===== src/rtl/reram_column_readout_pkg.sv =====
// Shared types and helpers for the ReRAM column readout block.
//   readout_state_t : stream FSM state encoding
//   sat_sum_t       : result of a saturating accumulate (clipped sum + overflow flag)
//   sat_add()       : AW-bit saturating add, evaluated at AW+1 bits
package reram_readout_pkg;

    localparam int COLS_DEF      = 8;
    localparam int COL_WIDTH_DEF = 3;
    localparam int IW_DEF        = 8;
    localparam int AW_DEF        = 16;

    typedef enum logic {
        S_IDLE   = 1'b0,
        S_STREAM = 1'b1
    } readout_state_t;

    typedef struct packed {
        logic              sat;
        logic [AW_DEF-1:0] sum;
    } sat_sum_t;

    // The carry out of the AW+1 bit sum is exactly the "exceeds 2^AW-1" condition.
    function automatic sat_sum_t sat_add(input logic [AW_DEF-1:0] a,
                                         input logic [AW_DEF-1:0] b);
        sat_sum_t        r;
        logic [AW_DEF:0] wide;
        wide = {1'b0, a} + {1'b0, b};
        if (wide[AW_DEF]) begin
            r.sum = '1;
            r.sat = 1'b1;
        end else begin
            r.sum = wide[AW_DEF-1:0];
            r.sat = 1'b0;
        end
        return r;
    endfunction

endpackage


===== src/rtl/reram_column_readout_if.sv =====
// Column-beat stream from the readout block to the neuron/ADC post-processing stage.
//   out_valid/out_ready : handshake, a beat transfers when both are high
//   out_data            : snapshot total of column out_col
//   out_col             : column index of the beat
//   out_last            : final column of the snapshot
//   out_sat             : that column clipped during integration
interface reram_column_readout_if #(
    parameter int AW        = 16,
    parameter int COL_WIDTH = 3
);
    logic                 out_valid;
    logic                 out_ready;
    logic [AW-1:0]        out_data;
    logic [COL_WIDTH-1:0] out_col;
    logic                 out_last;
    logic                 out_sat;

    modport master (
        output out_valid, out_data, out_col, out_last, out_sat,
        input  out_ready
    );

    modport slave (
        input  out_valid, out_data, out_col, out_last, out_sat,
        output out_ready
    );
endinterface


===== src/rtl/reram_column_readout_acc.sv =====
// One column's current integrator.
//   clk, rst_n : clock, asynchronous active-low reset
//   clear_acc  : zero acc and sat (wins over apply_v)
//   apply_v    : add current this cycle
//   current    : unsigned column current sample
//   acc, sat   : running total (clipped at all-ones) and sticky clip flag
module column_accumulator
    import reram_readout_pkg::*;
#(
    parameter int IW = IW_DEF
) (
    input  logic              clk,
    input  logic              rst_n,
    input  logic              clear_acc,
    input  logic              apply_v,
    input  logic [IW-1:0]     current,
    output logic [AW_DEF-1:0] acc,
    output logic              sat
);

    logic [AW_DEF-1:0] acc_reg, acc_next;
    logic              sat_reg, sat_next;
    sat_sum_t          add_res;

    always_comb begin
        add_res  = sat_add(acc_reg, {{(AW_DEF-IW){1'b0}}, current});
        acc_next = acc_reg;
        sat_next = sat_reg;
        if (clear_acc) begin
            acc_next = '0;
            sat_next = 1'b0;
        end else if (apply_v) begin
            acc_next = add_res.sum;
            // Once clipped, the column stays flagged until the next clear.
            sat_next = sat_reg | add_res.sat;
        end
    end

    always_ff @(posedge clk or negedge rst_n) begin
        if (!rst_n) begin
            acc_reg <= '0;
            sat_reg <= 1'b0;
        end else begin
            acc_reg <= acc_next;
            sat_reg <= sat_next;
        end
    end

    assign acc = acc_reg;
    assign sat = sat_reg;

endmodule


===== src/rtl/reram_column_readout.sv =====
// Column-side readout: integrates per-column currents while rows are driven,
// snapshots every column on sample_i, then streams one column per beat.
//   clk, rst_n  : clock, asynchronous active-low reset
//   clear_acc   : pulse, zero live accumulators and the overrun flag
//   apply_v     : level, integrate col_current each cycle
//   sample_i    : pulse, snapshot and start a stream (only honoured when idle)
//   col_current : packed currents, column c at [c*IW +: IW]
//   out_if      : beat stream (valid/ready, data, col, last, sat)
//   busy        : stream in progress
//   overrun     : sticky, a sample arrived while streaming
module reram_column_readout
    import reram_readout_pkg::*;
#(
    parameter int COLS      = COLS_DEF,
    parameter int COL_WIDTH = COL_WIDTH_DEF,
    parameter int IW        = IW_DEF,
    parameter int AW        = AW_DEF
) (
    input  logic                   clk,
    input  logic                   rst_n,
    input  logic                   clear_acc,
    input  logic                   apply_v,
    input  logic                   sample_i,
    input  logic [COLS*IW-1:0]     col_current,
    reram_column_readout_if.master out_if,
    output logic                   busy,
    output logic                   overrun
);

    logic [AW-1:0]        acc_arr [COLS];
    logic [COLS-1:0]      sat_arr;

    logic [AW-1:0]        snap_reg [COLS];
    logic [COLS-1:0]      snap_sat_reg;

    readout_state_t       state_reg, state_next;
    logic [COL_WIDTH-1:0] idx_reg, idx_next;
    logic                 overrun_reg, overrun_next;
    logic                 snap_load;
    logic                 streaming;
    logic                 last_beat;

    // Live integrators run independently of the stream FSM, so a new
    // integration can overlap the streaming of the previous snapshot.
    generate
        for (genvar gi = 0; gi < COLS; gi++) begin : g_col
            column_accumulator #(
                .IW (IW)
            ) u_acc (
                .clk       (clk),
                .rst_n     (rst_n),
                .clear_acc (clear_acc),
                .apply_v   (apply_v),
                .current   (col_current[gi*IW +: IW]),
                .acc       (acc_arr[gi]),
                .sat       (sat_arr[gi])
            );
        end
    endgenerate

    assign streaming = (state_reg == S_STREAM);
    assign last_beat = (idx_reg == COL_WIDTH'(COLS-1));

    always_comb begin
        state_next   = state_reg;
        idx_next     = idx_reg;
        snap_load    = 1'b0;
        overrun_next = overrun_reg;

        case (state_reg)
            S_IDLE: begin
                if (sample_i) begin
                    snap_load  = 1'b1;
                    idx_next   = '0;
                    state_next = S_STREAM;
                end
            end
            S_STREAM: begin
                if (out_if.out_ready) begin
                    if (last_beat) begin
                        state_next = S_IDLE;
                    end else begin
                        idx_next = idx_reg + COL_WIDTH'(1);
                    end
                end
            end
            default: state_next = S_IDLE;
        endcase

        // A sample seen while streaming (including on the final accepted
        // beat) is dropped and flagged; clear_acc has priority.
        if (clear_acc) begin
            overrun_next = 1'b0;
        end else if (sample_i && streaming) begin
            overrun_next = 1'b1;
        end
    end

    always_ff @(posedge clk or negedge rst_n) begin
        if (!rst_n) begin
            state_reg   <= S_IDLE;
            idx_reg     <= '0;
            overrun_reg <= 1'b0;
        end else begin
            state_reg   <= state_next;
            idx_reg     <= idx_next;
            overrun_reg <= overrun_next;
        end
    end

    // Snapshot captures the register values, not this cycle's update.
    always_ff @(posedge clk or negedge rst_n) begin
        if (!rst_n) begin
            for (int c = 0; c < COLS; c++) begin
                snap_reg[c] <= '0;
            end
            snap_sat_reg <= '0;
        end else if (snap_load) begin
            for (int c = 0; c < COLS; c++) begin
                snap_reg[c] <= acc_arr[c];
            end
            snap_sat_reg <= sat_arr;
        end
    end

    // Beat outputs depend only on registers, never on out_ready, so they
    // stay put while a beat is stalled. Forced to zero when idle.
    assign out_if.out_valid = streaming;
    assign out_if.out_data  = streaming ? snap_reg[idx_reg] : '0;
    assign out_if.out_col   = streaming ? idx_reg : '0;
    assign out_if.out_last  = streaming & last_beat;
    assign out_if.out_sat   = streaming & snap_sat_reg[idx_reg];
    assign busy             = streaming;
    assign overrun          = overrun_reg;

endmodule

===== src/flat_wrapper.sv =====
// flat-port wrapper written by rule: the top's interface ports become plain ports
module reram_column_readout_flat import reram_readout_pkg::*;
#(
    parameter int COLS      = COLS_DEF,
    parameter int COL_WIDTH = COL_WIDTH_DEF,
    parameter int IW        = IW_DEF,
    parameter int AW        = AW_DEF
)
  (clk, rst_n, clear_acc, apply_v, sample_i, col_current, busy, overrun, out_if_out_valid, out_if_out_data, out_if_out_col, out_if_out_last, out_if_out_sat, out_if_out_ready);
  reram_column_readout_if #(.AW(AW), .COL_WIDTH(COL_WIDTH)) out_if_i ();
  input  logic clk;
  input  logic rst_n;
  input  logic clear_acc;
  input  logic apply_v;
  input  logic sample_i;
  input  logic [COLS*IW-1:0] col_current;
  output logic busy;
  output logic overrun;
  output wire logic [$bits(out_if_i.out_valid)-1:0] out_if_out_valid;
  output wire logic [$bits(out_if_i.out_data)-1:0] out_if_out_data;
  output wire logic [$bits(out_if_i.out_col)-1:0] out_if_out_col;
  output wire logic [$bits(out_if_i.out_last)-1:0] out_if_out_last;
  output wire logic [$bits(out_if_i.out_sat)-1:0] out_if_out_sat;
  input wire logic [$bits(out_if_i.out_ready)-1:0] out_if_out_ready;
  assign out_if_out_valid = out_if_i.out_valid;
  assign out_if_out_data = out_if_i.out_data;
  assign out_if_out_col = out_if_i.out_col;
  assign out_if_out_last = out_if_i.out_last;
  assign out_if_out_sat = out_if_i.out_sat;
  assign out_if_i.out_ready = out_if_out_ready;
  reram_column_readout #(.COLS(COLS), .COL_WIDTH(COL_WIDTH), .IW(IW), .AW(AW)) u_core (.clk(clk), .rst_n(rst_n), .clear_acc(clear_acc), .apply_v(apply_v), .sample_i(sample_i), .col_current(col_current), .out_if(out_if_i), .busy(busy), .overrun(overrun));
endmodule

===== config.mk =====
export PLATFORM = sky130hd
export DESIGN_NAME = reram_column_readout_flat
export DESIGN_NICKNAME = d
export VERILOG_FILES = /design/src/rtl/reram_column_readout_pkg.sv /design/src/rtl/reram_column_readout_if.sv /design/src/rtl/reram_column_readout_acc.sv /design/src/rtl/reram_column_readout.sv /design/src/flat_wrapper.sv
export SDC_FILE = /design/constraint.sdc
export NUM_CORES = 1
export LEC_CHECK = 0
export BUFFER_PORTS_ARGS = -buffer_cell sky130_fd_sc_hd__buf_2
export CAP_MARGIN = 20
export CORE_MARGIN = 3
export CORE_UTILIZATION = 47
export DETAILED_ROUTE_END_ITERATION = 12
export GPL_ROUTABILITY_DRIVEN = 0
export PLACE_DENSITY = 0.72
export SKIP_CTS_REPAIR_TIMING = 1
export SLEW_MARGIN = 5
export SYNTH_ARGS = -nofsm -noshare
export SYNTH_HDL_FRONTEND = slang
export SYNTH_SLANG_ARGS = --single-unit

===== constraint.sdc =====
create_clock -name clk -period 2.56 [get_ports clk]
set_input_delay 0.128 -clock clk [delete_from_list [all_inputs] [get_ports clk]]
set_output_delay 0.128 -clock clk [all_outputs]
set_load 0.02 [all_outputs]

======== Word level (Yosys, flattened, before mapping) ========
Index checks and enable logic that the tools add are counted.
word-level totals
  output and inout port bits .............. 24
  input port bits ......................... 70
  register bits ........................... 277
  word-level logic and storage cells ...... 117
cells by class
  reductions and logical operators ........ 4
  bitwise logic cells ..................... 12
  magnitude comparators ................... 2
  $add $sub $neg .......................... 9
  equality and inequality tests ........... 4
  mux-type cells .......................... 58
operator list
  kind                                                         count
  2-to-1 mux 16 bit                                            19
  adder 16 x 8 -> 17 bit                                       8
  2-to-1 mux 17 bit                                            8
  binary-select mux 16 bit (select 3 bit)                      1
  2-to-1 mux 1 bit                                             23
  2-to-1 mux 3 bit                                             4
  OR 1 bit                                                     8
  inequality test 2 bit (second input constant)                3
  case mux 3 bit (2 select lines)                              1
  greater-or-equal comparator 4 bit (second input constant)    1
  less-than comparator 3 x 4 -> 1 bit (second input constant)  1
  NOT 3 -> 4 bit                                               1
  nonzero test 2 bit                                           2
  adder 3 x 1 -> 3 bit (second input constant)                 1
  binary-select mux 1 bit (select 3 bit)                       1
  equality test 3 bit (second input constant)                  1
  AND reduction 3 bit                                          1
  AND 1 bit                                                    2
  case mux 1 bit (2 select lines)                              1
  logical AND 1 bit                                            1
  NOT 1 bit                                                    1

======== Logic depth before layout (Yosys ltp) ========
Gate-level depths: netlist of the first run.
  depth in word-level cells ............... 5
  depth in mapped cells ................... 8
  gate-level depth less buffers ........... 7

======== Cells and area by module ========
Synthesis of the first run repeated with hierarchy kept, for this count alone.
second synthesis, totals
  cell total of the unflattened synthesis .. 1434
  area, all modules ....................... 16608.4 sq um
by module, submodules not included
  module                                          times used  area an instance (sq um)  cells each
  column_accumulator (u_core.g_col[0].u_acc ...)  7           1257.5                    125
  reram_column_readout                            1           6552.5                    428
  column_accumulator (u_core.g_col[7].u_acc)      1           1253.7                    131

======== Least setup slack after synthesis of the first run ========
Ideal clock, no wire load.
  kind .................................... register to register
  from .................................... register u_core.g_col[0].u_acc.acc_reg[0]
  to ...................................... register u_core.g_col[0].u_acc.acc_reg[11]
  setup time .............................. 0.125 ns
  arrival time ............................ 2.230 ns
  data required time ...................... 2.435 ns
  path slack .............................. 0.205 ns
  cell stages (with the launch flop) ...... 9
  buffers on the path ..................... 1
  cells stage by stage .................... dfrtp_1 -> ha_1 -> fa_1 -> a211o_1 -> a21oi_1 -> or3_1 -> clkbuf_1 -> a21oi_1 -> mux2_2
on the way
  cells in the longest elaborated chain, start to end .. 4
ends and longest elaborated chain
  element                   RTL line                        source
  start: declaration        reram_column_readout_acc.sv:21  logic [AW_DEF-1:0] acc_reg, acc_next;
  start signal: assignment  reram_column_readout_acc.sv:44  acc_reg <= acc_next;
  adder 16 x 8 -> 17 bit    reram_column_readout_pkg.sv:27  wide = {1'b0, a} + {1'b0, b};
  2-to-1 mux 17 bit         reram_column_readout_pkg.sv:28  if (wide[AW_DEF]) begin
  2-to-1 mux 16 bit         reram_column_readout_acc.sv:32  end else if (apply_v) begin
  2-to-1 mux 16 bit         reram_column_readout_acc.sv:29  if (clear_acc) begin
No other way between the ends. The select of a mux whose other input is x is not followed.
A chain may end at the register's enable or synchronous reset.

======== Final worst setup path of the first run ========
  from .................................... register u_core.idx_reg[0]
  to ...................................... output port out_if_out_data[1]
on the way
  cells in the longest elaborated chain, start to end .. 5
ends and longest elaborated chain
  element                                               RTL line                     source
  start: declaration                                    reram_column_readout.sv:37   logic [COL_WIDTH-1:0] idx_reg, idx_next;
  start signal: assignment                              reram_column_readout.sv:106  idx_reg <= idx_next;
  NOT 3 -> 4 bit (not written as such)                  reram_column_readout.sv:129  assign out_if.out_data = streaming ? snap_reg[idx_reg] : '0;
  binary-select mux 16 bit (select 3 bit)               reram_column_readout.sv:129
  2-to-1 mux 16 bit (not written as such) (2 in a row)  reram_column_readout.sv:129
  2-to-1 mux 16 bit                                     reram_column_readout.sv:129
  end: declaration                                      flat_wrapper.sv:20           output wire logic [$bits(out_if_i.out_data)-1:0] out_if_out_data;
No other way between the ends. The select of a mux whose other input is x is not followed.

==> impl_metrics.tcl, run 1 <==
set metrics [dict create \
    post_drt_wl_per_cell_um 20.2 \
    path_max_fanout 9 \
    area_growth_pct 15.0 \
    layout-drive-gt1-share_pct 26.2 \
    end_kind "output port" \
    die_h_um 187 \
    dpl_cell_area_um2 16500 \
    pre_cts_ws_ns 0.0671 \
    vias_per_cell 6.13 \
    cts_max_level 1 \
    core_um2 31900 \
    ir_drop_v 0.000594 \
    layout_setup_ws_ns 0.0495 \
    status "finished, final reports clean" \
    clk_latency_ns 0.57 \
    cts_buffers 30 \
    drcViolationCount 0 \
    async_flop_share_pct 100 \
    synth-edff-count 0 \
    first_global_vias 11600 \
    dr_total_vias 11800 \
    grt_usage_pct 22.1 \
    wl_um 38900 \
    synth_flop_cell "dfrtp_1" \
    synth-seq-cells 277 \
    ys.warnings.count 0 \
    final_nets 1610 \
    antenna_found_initial 0 \
    drt-initial-drc-count 843 \
    reg2reg_to "u_core.g_col[7].u_acc.acc[9]" \
    gr-total-overflow 0 \
    hp-class "input port to flop" \
    fin_crit_sh_pct 98.1 \
    die_x_um 187 \
    worst_ep_required_time_ns 2.43 \
    dieArea_um2 34900 \
    r2r_cells 6 \
    initial_utilization_pct 48.2 \
    ys_seq_area_share_pct 45.1 \
    min_period_ns 2.51 \
    hold_depth 3 \
    fin_area_um2 17700 \
    cts_tree "built" \
    crit_arrival_ns 2.38 \
    holdWs_ns 0.0200 \
    p_leak_nw 8.00 \
    hold-path-endpoint "u_core.g_col[3].u_acc.acc[1]" \
    pin_count 94 \
    fp-row-count 65 \
    reg2reg_slack_ns 0.08 \
    dpl.hpwl_um 27400 \
    fmax_ghz 0.398 \
    clock-sinks 277 \
    grt_first_pass_wirelength_um 63500 \
    dp_cells 1860 \
    ctsRootBufferMaster "clkbuf_16" \
    max_slew.worst_pin.slew_ns 0.996 \
    syn_area_um2 15400 \
    start_kind "flop" \
    syn_nets 1509 \
    syn_inst 1365 \
    max_slew_margin_pct 33.5 \
    hold_violations 0 \
    antenna_cells 0 \
    setup_viol 0 \
    detail-route-antenna-nets 0 \
    min-delay-start "col_current[25]" \
    grt_max_degree 124 \
    power.density_nw_per_um2 783 \
    portBuffers 93 \
    setup-tns-final_ns 0 \
    cts_max_path_buffers 3 \
    drv_cap 0 \
    ys_types 68 \
    fin_cells 1924 \
    path_class "flop to output port" \
    drtPass1Iterations 5 \
    slew_violations 0 \
    syn_area_per_cell_um2 11.3 \
    clkTransAtPathRegs_ns 0.07 \
    worstReg2RegStart "u_core.g_col[7].u_acc.acc[2]" \
    fin_worst_skew_ns 0.0242 \
]
[worst max-delay path, cell delays in order, from the launching register on]
cell	delay, ns
dfrtp_4	0.47
buf_6	0.18
buf_4	0.14
mux4_2	0.56
mux2i_1	0.22
nor2b_1	0.08
buf_2	0.16
[metal layers]
layer	track usage [%]	wire length, um
met3	2.36	2110
met2	35.2	18000
met4	6.69	1250
met1	32.0	17500
met5	0	0
[cells in the final DEF, fill, tap and decap left out, types with 8 or more instances in the layout]
master and n:
nand3_1 25, nor3_1 41, a21oi_1 68, a311oi_1 53
clkbuf_16 31, inv_1 24, nor4_1 10, and3_1 20
a41oi_1 10, buf_4 36, a211oi_1 33, a21o_1 22
nand4_1 11, o311a_1 8, xor2_1 33, mux2i_1 18
buf_2 90, ha_1 65, dfrtp_1 275, mux4_2 34
nor2b_1 24, and2_1 14, xnor2_1 13, and4_1 13
mux2_2 141, buf_12 8, nand2_1 40, a31oi_1 20
o21a_1 15, o21bai_1 16, o21ai_0 39, nor2_1 114
[worst max path at each step]
stage,slack [ns],depth (start not counted),from,end
5_1_grt,-0.02,5,u_core.idx_reg[0],out_if_out_data[0]
2_1_floorplan,0.21,8,u_core.g_col[0].u_acc.acc[0],u_core.g_col[0].u_acc.acc[11]
6_report,0.05,6,u_core.idx_reg[0],out_if_out_data[1]
3_3_place_gp,-0.004,7,u_core.g_col[1].u_acc.acc[0],u_core.g_col[1].u_acc.acc[8]
3_5_place_dp,0.07,7,u_core.g_col[2].u_acc.acc[0],u_core.g_col[2].u_acc.acc[13]
4_1_cts,-0.20,5,u_core.idx_reg[0],out_if_out_data[0]
[cell families (layout without fill, tap and decap cells)]
| family | after synthesis | count (layout) | share of synthesized area (%) |
|---|---|---|---|
| AND/OR/NAND/NOR | 349 | 349 | 11.8 |
| AO/OA/AOI/OAI | 328 | 328 | 15.1 |
| flip-flops | 277 | 277 | 45.1 |
| multiplexers | 195 | 195 | 16.6 |
| buffers and inverters | 96 | 220 | 2.45 |
| adder cells (fa/ha/maj) | 74 | 74 | 6.41 |
| XOR/XNOR | 46 | 46 | 2.62 |
[cells in the mapped netlist, types with 25 or more instances]
cell type | count | share of area (%)
a211oi_1 | 36 | 1.8
a21oi_1 | 69 | 2.2
a311oi_1 | 53 | 3.0
clkbuf_1 | 60 | 1.5
dfrtp_1 | 277 | 45
ha_1 | 66 | 5.4
mux2_2 | 141 | 10
mux4_2 | 34 | 5.0
nand2_1 | 40 | 0.98
nand3_1 | 25 | 0.81
nor2_1 | 114 | 2.8
nor2b_1 | 25 | 1.0
nor3_1 | 41 | 1.3
o21ai_0 | 40 | 1.3
xor2_1 | 33 | 1.9
[layout make-up]
type	instances	area, um^2
fillers	2730	14200
multi-input cells	992	8130
flip-flops and latches	277	6940
repair buffers	141	957
clock buffers	42	877
well taps	435	544
clock inverters	13	158
inverters	24	90.1
[power by group]
part           internal, W  switching, W  leakage [nW]
sequential         0.00497      0.000560          3.74
combinational      0.00186       0.00198          3.76
clock              0.00269       0.00180         0.498
total              0.00951       0.00434          8.00
[through the flow]
stage	util [%]	power, W
final	55.5	0.0139
after global placement	51.8	0.00920
after global routing	55.5	0.0145
after floorplan	-	0.00801
after CTS	55.1	0.0138
after detailed placement	51.8	0.00931
Power figures use the tool's default switching activity.
==> run 2, diff against run 1 <==
--- a/config.mk
+++ b/config.mk
@@ -9,9 +9,10 @@
 export CAP_MARGIN = 20
 export CORE_MARGIN = 3
 export CORE_UTILIZATION = 47
+export CTS_BUF_LIST = sky130_fd_sc_hd__clkbuf_4 sky130_fd_sc_hd__clkbuf_8
 export DETAILED_ROUTE_END_ITERATION = 12
 export GPL_ROUTABILITY_DRIVEN = 0
-export PLACE_DENSITY = 0.72
+export PLACE_DENSITY_LB_ADDON = 0.15
 export SKIP_CTS_REPAIR_TIMING = 1
 export SLEW_MARGIN = 5
 export SYNTH_ARGS = -nofsm -noshare
==> run 2 against run 1 <==
  * Critical path depth stayed put
  * Fmax shrank 1.6%
  * Clock power is 5.4% lower
  * Clock-buffer cell count increased by 34
  * Sequential power is essentially flat
  * Via count shrank 1.1%
  * Worst setup slack got worse by 0.040 ns
  * Clock skew shrank 0.0070 ns
  * Register-to-register slack gained 0.02 ns
  * Final area is 1.4% higher
  * Sequential cell count stayed put
  * Sequential share of layout area shrank 0.54 points
  * Critical path type unchanged
  * Critical endpoint is now out_if_out_data[13]
  * Largest cell class unchanged
  * Highest routed layer unchanged
==> impl_metrics.tcl, run 2 (same netlist as run 1, synthesis figures left out) <==
set metrics [dict create \
    rsz0062_at_grt "yes" \
    p_leak_nw 8.19 \
    vias_per_cell 5.89 \
    hold_violations 0 \
    end_kind "output port" \
    crit_path_top_delay_cell "dfrtp_4" \
    layout-drive-gt1-share_pct 29.4 \
    post_drt_wl_per_cell_um 20.2 \
    ctsRootBufferMaster "clkbuf_8" \
    start_kind "flop" \
    layout_common_cells "276 x dfrtp_1, 141 x mux2_2, 114 x nor2_1, 88 x buf_2, 68 x a21oi_1" \
    slew_violations 0 \
    dr_total_vias 11700 \
    fin_area_um2 17900 \
    clock-sinks 277 \
    hold_depth 4 \
    fp-row-count 65 \
    final_common_cell "dfrtp_1" \
    wl_met3_um 2090 \
    m1WireLength_um 19600 \
    highest_layer "met4" \
    die_h_um 187 \
    grt_first_pass_wirelength_um 64000 \
    max_slew.worst_pin.slew_ns 0.818 \
    grt_usage_pct 22.7 \
    r2r_cells 8 \
    fin_crit_sh_pct 99.6 \
    cts_buffers 50 \
    setup-tns-final_ns 0 \
    fin_worst_skew_ns 0.0172 \
    core_um2 31900 \
    drcViolationCount 0 \
    drtPass1Iterations 6 \
    setup_viol 0 \
    path_max_fanout 8 \
    dieArea_um2 34900 \
    cts_max_level 2 \
    area_growth_pct 16.6 \
    dpl_cell_area_um2 16600 \
    critPathBufInv 3 \
    met2_length_um 17700 \
    cp_slowest_stage_delay_ns 0.57 \
    power.total_w 0.0139 \
    crit_chain "buf_12 -> buf_6 -> mux4_2 -> mux2i_1 -> nor2b_1 -> buf_2" \
    antenna_found_initial 0 \
    crit_arrival_ns 2.42 \
    clk_latency_ns 0.58 \
    grt_max_degree 124 \
    first_global_vias 11400 \
    fmax_ghz 0.392 \
    cts_tree "built" \
    initial_utilization_pct 48.2 \
    pin_count 94 \
    die_x_um 187 \
    max_slew_margin_pct 45.1 \
    status "finished, final reports clean" \
    drv_cap 0 \
    portBuffers 93 \
    dpl.hpwl_um 27800 \
    detail-route-antenna-nets 0 \
    cp_top_family "flip-flops" \
    path_class "flop to output port" \
    clkTransAtPathRegs_ns 0.06 \
    worst_ep_required_time_ns 2.43 \
    path_depth 6 \
    final_nets 1650 \
    gr-total-overflow 0 \
    wl_um 40000 \
    power.density_nw_per_um2 775 \
    hp-class "input port to flop" \
    ir_drop_v 0.000428 \
    holdWs_ns 0.00742 \
    min_period_ns 2.55 \
    drt-initial-drc-count 858 \
    cts_max_path_buffers 3 \
]
## run 2: changes by cell type in the layout (fill, tap and decap cells not counted), moves of 3 or more
cell,change
buf_6,+5
clkinvlp_4,-3
clkbuf_8,+56
clkbuf_4,+14
bufinv_16,-3
clkinv_2,+8
clkbuf_1,-5
clkbuf_16,-30
mux2i_1,-4
buf_4,+13
## run 2: layout make-up
type / count / area [um^2]
sequential: 277 / 6940
inverter: 24 / 90.1
multi-input combinational: 992 / 8170
tap: 435 / 544
antenna: 1 / 2.50
fill: 2806 / 13900
timing repair buffer: 161 / 1170
clock inverter: 13 / 67.6
clock buffer: 76 / 958
## run 2: layer usage
metal | GRT usage [%] | up-vias
met4 | 5.29 | 0
met3 | 3.65 | 45
met2 | 34.3 | 310
met5 | 0 | -
met1 | 34.5 | 5800
li1 | - | 5507
## run 2: worst register-to-register path: stages (launching register included)
cell and delay (ns):
dfrtp_1 0.39, ha_1 0.21, fa_1 0.40, a211oi_1 0.38
o21a_1 0.25, nor4_4 0.09, buf_4 0.19, nor4bb_1 0.31
nor3_1 0.09
## run 2: metrics by stage
step / instances / util (%) / setup WS (ns)
after floorplan: 1365 / - / 0.205
after global placement: 1869 / 52.1 / -0.0141
after detailed placement: 1869 / 52.1 / -0.111
after CTS: 1958 / 55.3 / -0.158
after global routing: 1978 / 56.3 / -0.0283
final: 1979 / 56.3 / 0.00945
## run 2: path summary, 6_finish.rpt
kind,startpoint,to,slack (ns)
max,u_core.idx_reg[0],out_if_out_data[13],0.009
min,col_current[40],u_core.g_col[5].u_acc.acc[0],0.007
max reg2reg,u_core.g_col[1].u_acc.acc[0],u_core.g_col[1].u_acc.acc[13],0.10
min reg2reg,u_core.g_col[4].u_acc.sat,u_core.g_col[4].u_acc.sat,0.49
max in group asynchronous,rst_n,u_core.snap_reg[37],1.75
min in group asynchronous,rst_n,u_core.snap_reg[119],0.07
## run 2: power by group
part / leakage [nW] / internal [W] / switching [W]
Clock: 0.557 / 0.00238 / 0.00185
Combinational: 3.89 / 0.00205 / 0.00209
Sequential: 3.74 / 0.00497 / 0.000568
==> run 3, diff against run 2 <==
==> constraint.sdc (replaced) <==
create_clock -name clk -period 3.01 [get_ports clk]
set_input_delay 0.1505 -clock clk [delete_from_list [all_inputs] [get_ports clk]]
set_output_delay 0.1505 -clock clk [all_outputs]
set_load 0.02 [all_outputs]
==> run 3 against run 2 <==
  * Die area unchanged
  * Highest routed layer unchanged
  * Global-route usage down 0.27 points
  * Largest cell class unchanged
  * Critical path type unchanged
  * Worst setup slack better by 0.25 ns
  * Critical path depth down 1
==> impl_metrics.tcl, run 3 (same netlist as run 1, synthesis figures left out) <==
set metrics [dict create \
    fill_cells 2815 \
    dieArea_um2 34900 \
    fin_area_um2 17400 \
    fin_crit_sh_pct 91.4 \
    critPathBufInv 2 \
    hp-class "input port to flop" \
    cp_slowest_stage_delay_ns 0.72 \
    power.density_nw_per_um2 650 \
    post_drt_wl_per_cell_um 20.2 \
    power.total_w 0.0113 \
    worstReg2RegStart "u_core.g_col[5].u_acc.acc[0]" \
    slew_violations 0 \
    hold_violations 0 \
    met2_length_um 17200 \
    dp_cells 1843 \
    path_class "flop to output port" \
    reg2reg_to "u_core.g_col[5].u_acc.acc[9]" \
    hold-path-endpoint "u_core.g_col[3].u_acc.acc[1]" \
    hold_depth 3 \
    fin_cells 1931 \
    clk_latency_ns 0.56 \
    portBuffers 93 \
    crit_arrival_ns 2.60 \
    final_common_cell "dfrtp_1" \
    ctsRootBufferMaster "clkbuf_8" \
    path_max_fanout 24 \
    status "finished, final reports clean" \
    initial_utilization_pct 48.2 \
    regArea_um2 6940 \
    m1WireLength_um 18700 \
    pin_count 94 \
    antenna_found_initial 0 \
    dpl.hpwl_um 27500 \
    area_growth_pct 13.3 \
    die_x_um 187 \
    rsz0062_at_grt "no" \
    max_slew_margin_pct 25.8 \
    reg2reg_slack_ns 0.35 \
    drt-initial-drc-count 891 \
    p_leak_nw 7.93 \
    grt_first_pass_wirelength_um 63200 \
    drcViolationCount 0 \
    drv_cap 0 \
    cts_max_level 2 \
    min-delay-start "col_current[25]" \
    clkTransAtPathRegs_ns 0.06 \
    cts_buffers 48 \
    grt_max_degree 85 \
    antenna_cells 0 \
    end_kind "output port" \
    crit_path_top_delay_cell "dfrtp_4" \
    drtPass1Iterations 5 \
    dr_total_vias 11500 \
    grt_usage_pct 22.4 \
    cts_max_path_buffers 3 \
    layout-drive-gt1-share_pct 26.1 \
    holdWs_ns 0.0313 \
    cts_tree "built" \
    start_kind "flop" \
    ir_drop_v 0.000237 \
    r2r_cells 7 \
    max_slew.worst_pin.slew_ns 1.11 \
    worst_ep_required_time_ns 2.86 \
    clock-sinks 277 \
    setup_viol 0 \
    vias_per_cell 5.96 \
    final_nets 1608 \
    fmax_ghz 0.364 \
    core_um2 31900 \
    first_global_vias 11200 \
    fin_worst_skew_ns 0.0151 \
    fp-row-count 65 \
    detail-route-antenna-nets 0 \
    wl_um 39000 \
    crit_chain "buf_4 -> mux4_2 -> mux2i_1 -> nor2b_1 -> buf_2" \
    multiInputGateArea_um2 8080 \
    wl_met3_um 2460 \
    gr-total-overflow 0 \
    dpl_cell_area_um2 16400 \
    min_period_ns 2.75 \
    die_h_um 187 \
    cp_top_family "multiplexers" \
    layout_common_cells "276 x dfrtp_1, 141 x mux2_2, 114 x nor2_1, 90 x buf_2, 69 x a21oi_1" \
    highest_layer "met4" \
]
-- run 3: metal layers --
| layer | up-vias | GRT usage, % |
|---|---|---|
| li1 | 5418 | - |
| met1 | 5728 | 34.6 |
| met2 | 323 | 33.5 |
| met3 | 48 | 3.45 |
| met4 | 0 | 5.26 |
| met5 | - | 0 |
-- run 3: how the worst max path moves through the flow --
stage	startpoint	to	slack, ns	cells past startpoint
2_1_floorplan	u_core.g_col[0].u_acc.acc[0]	u_core.g_col[0].u_acc.acc[11]	0.66	8
3_3_place_gp	u_core.g_col[1].u_acc.acc[0]	u_core.g_col[1].u_acc.acc[8]	0.31	7
5_1_grt	u_core.idx_reg[0]	out_if_out_data[0]	0.08	5
4_1_cts	u_core.idx_reg[0]	out_if_out_data[4]	-0.009	5
6_report	u_core.idx_reg[0]	out_if_out_data[5]	0.26	5
3_5_place_dp	u_core.g_col[5].u_acc.acc[0]	u_core.g_col[5].u_acc.acc[9]	0.39	7
-- run 3: through the flow --
stage	util, %	TNS, ns	worst slack [ns]
detailed placement	51.4	0	0.390
global route	54.7	0	0.0794
floorplan	-	0	0.655
finish	54.7	0	0.260
CTS	54.5	-0.00935	-0.00935
global placement	51.4	0	0.307
-- run 3: final cells by class --
| type | count | area share, % |
|---|---|---|
| multi-input combinational | 992 | 46.4 |
| tap | 435 | 3.12 |
| sequential | 277 | 39.8 |
| inverter | 24 | 0.517 |
| clock buffer | 76 | 5.43 |
| clock inverter | 6 | 0.172 |
| timing repair buffer | 121 | 4.55 |
-- run 3: tightest hold or removal path: stages --
cell	delay [ns]
buf_2	0.11
fa_1	0.16
o31a_1	0.13
-- run 3: power breakdown --
group          internal [W]  switching [W]  total (W)
clock network       0.00198        0.00151    0.00348
registers           0.00422       0.000599    0.00482
logic               0.00149        0.00154    0.00303
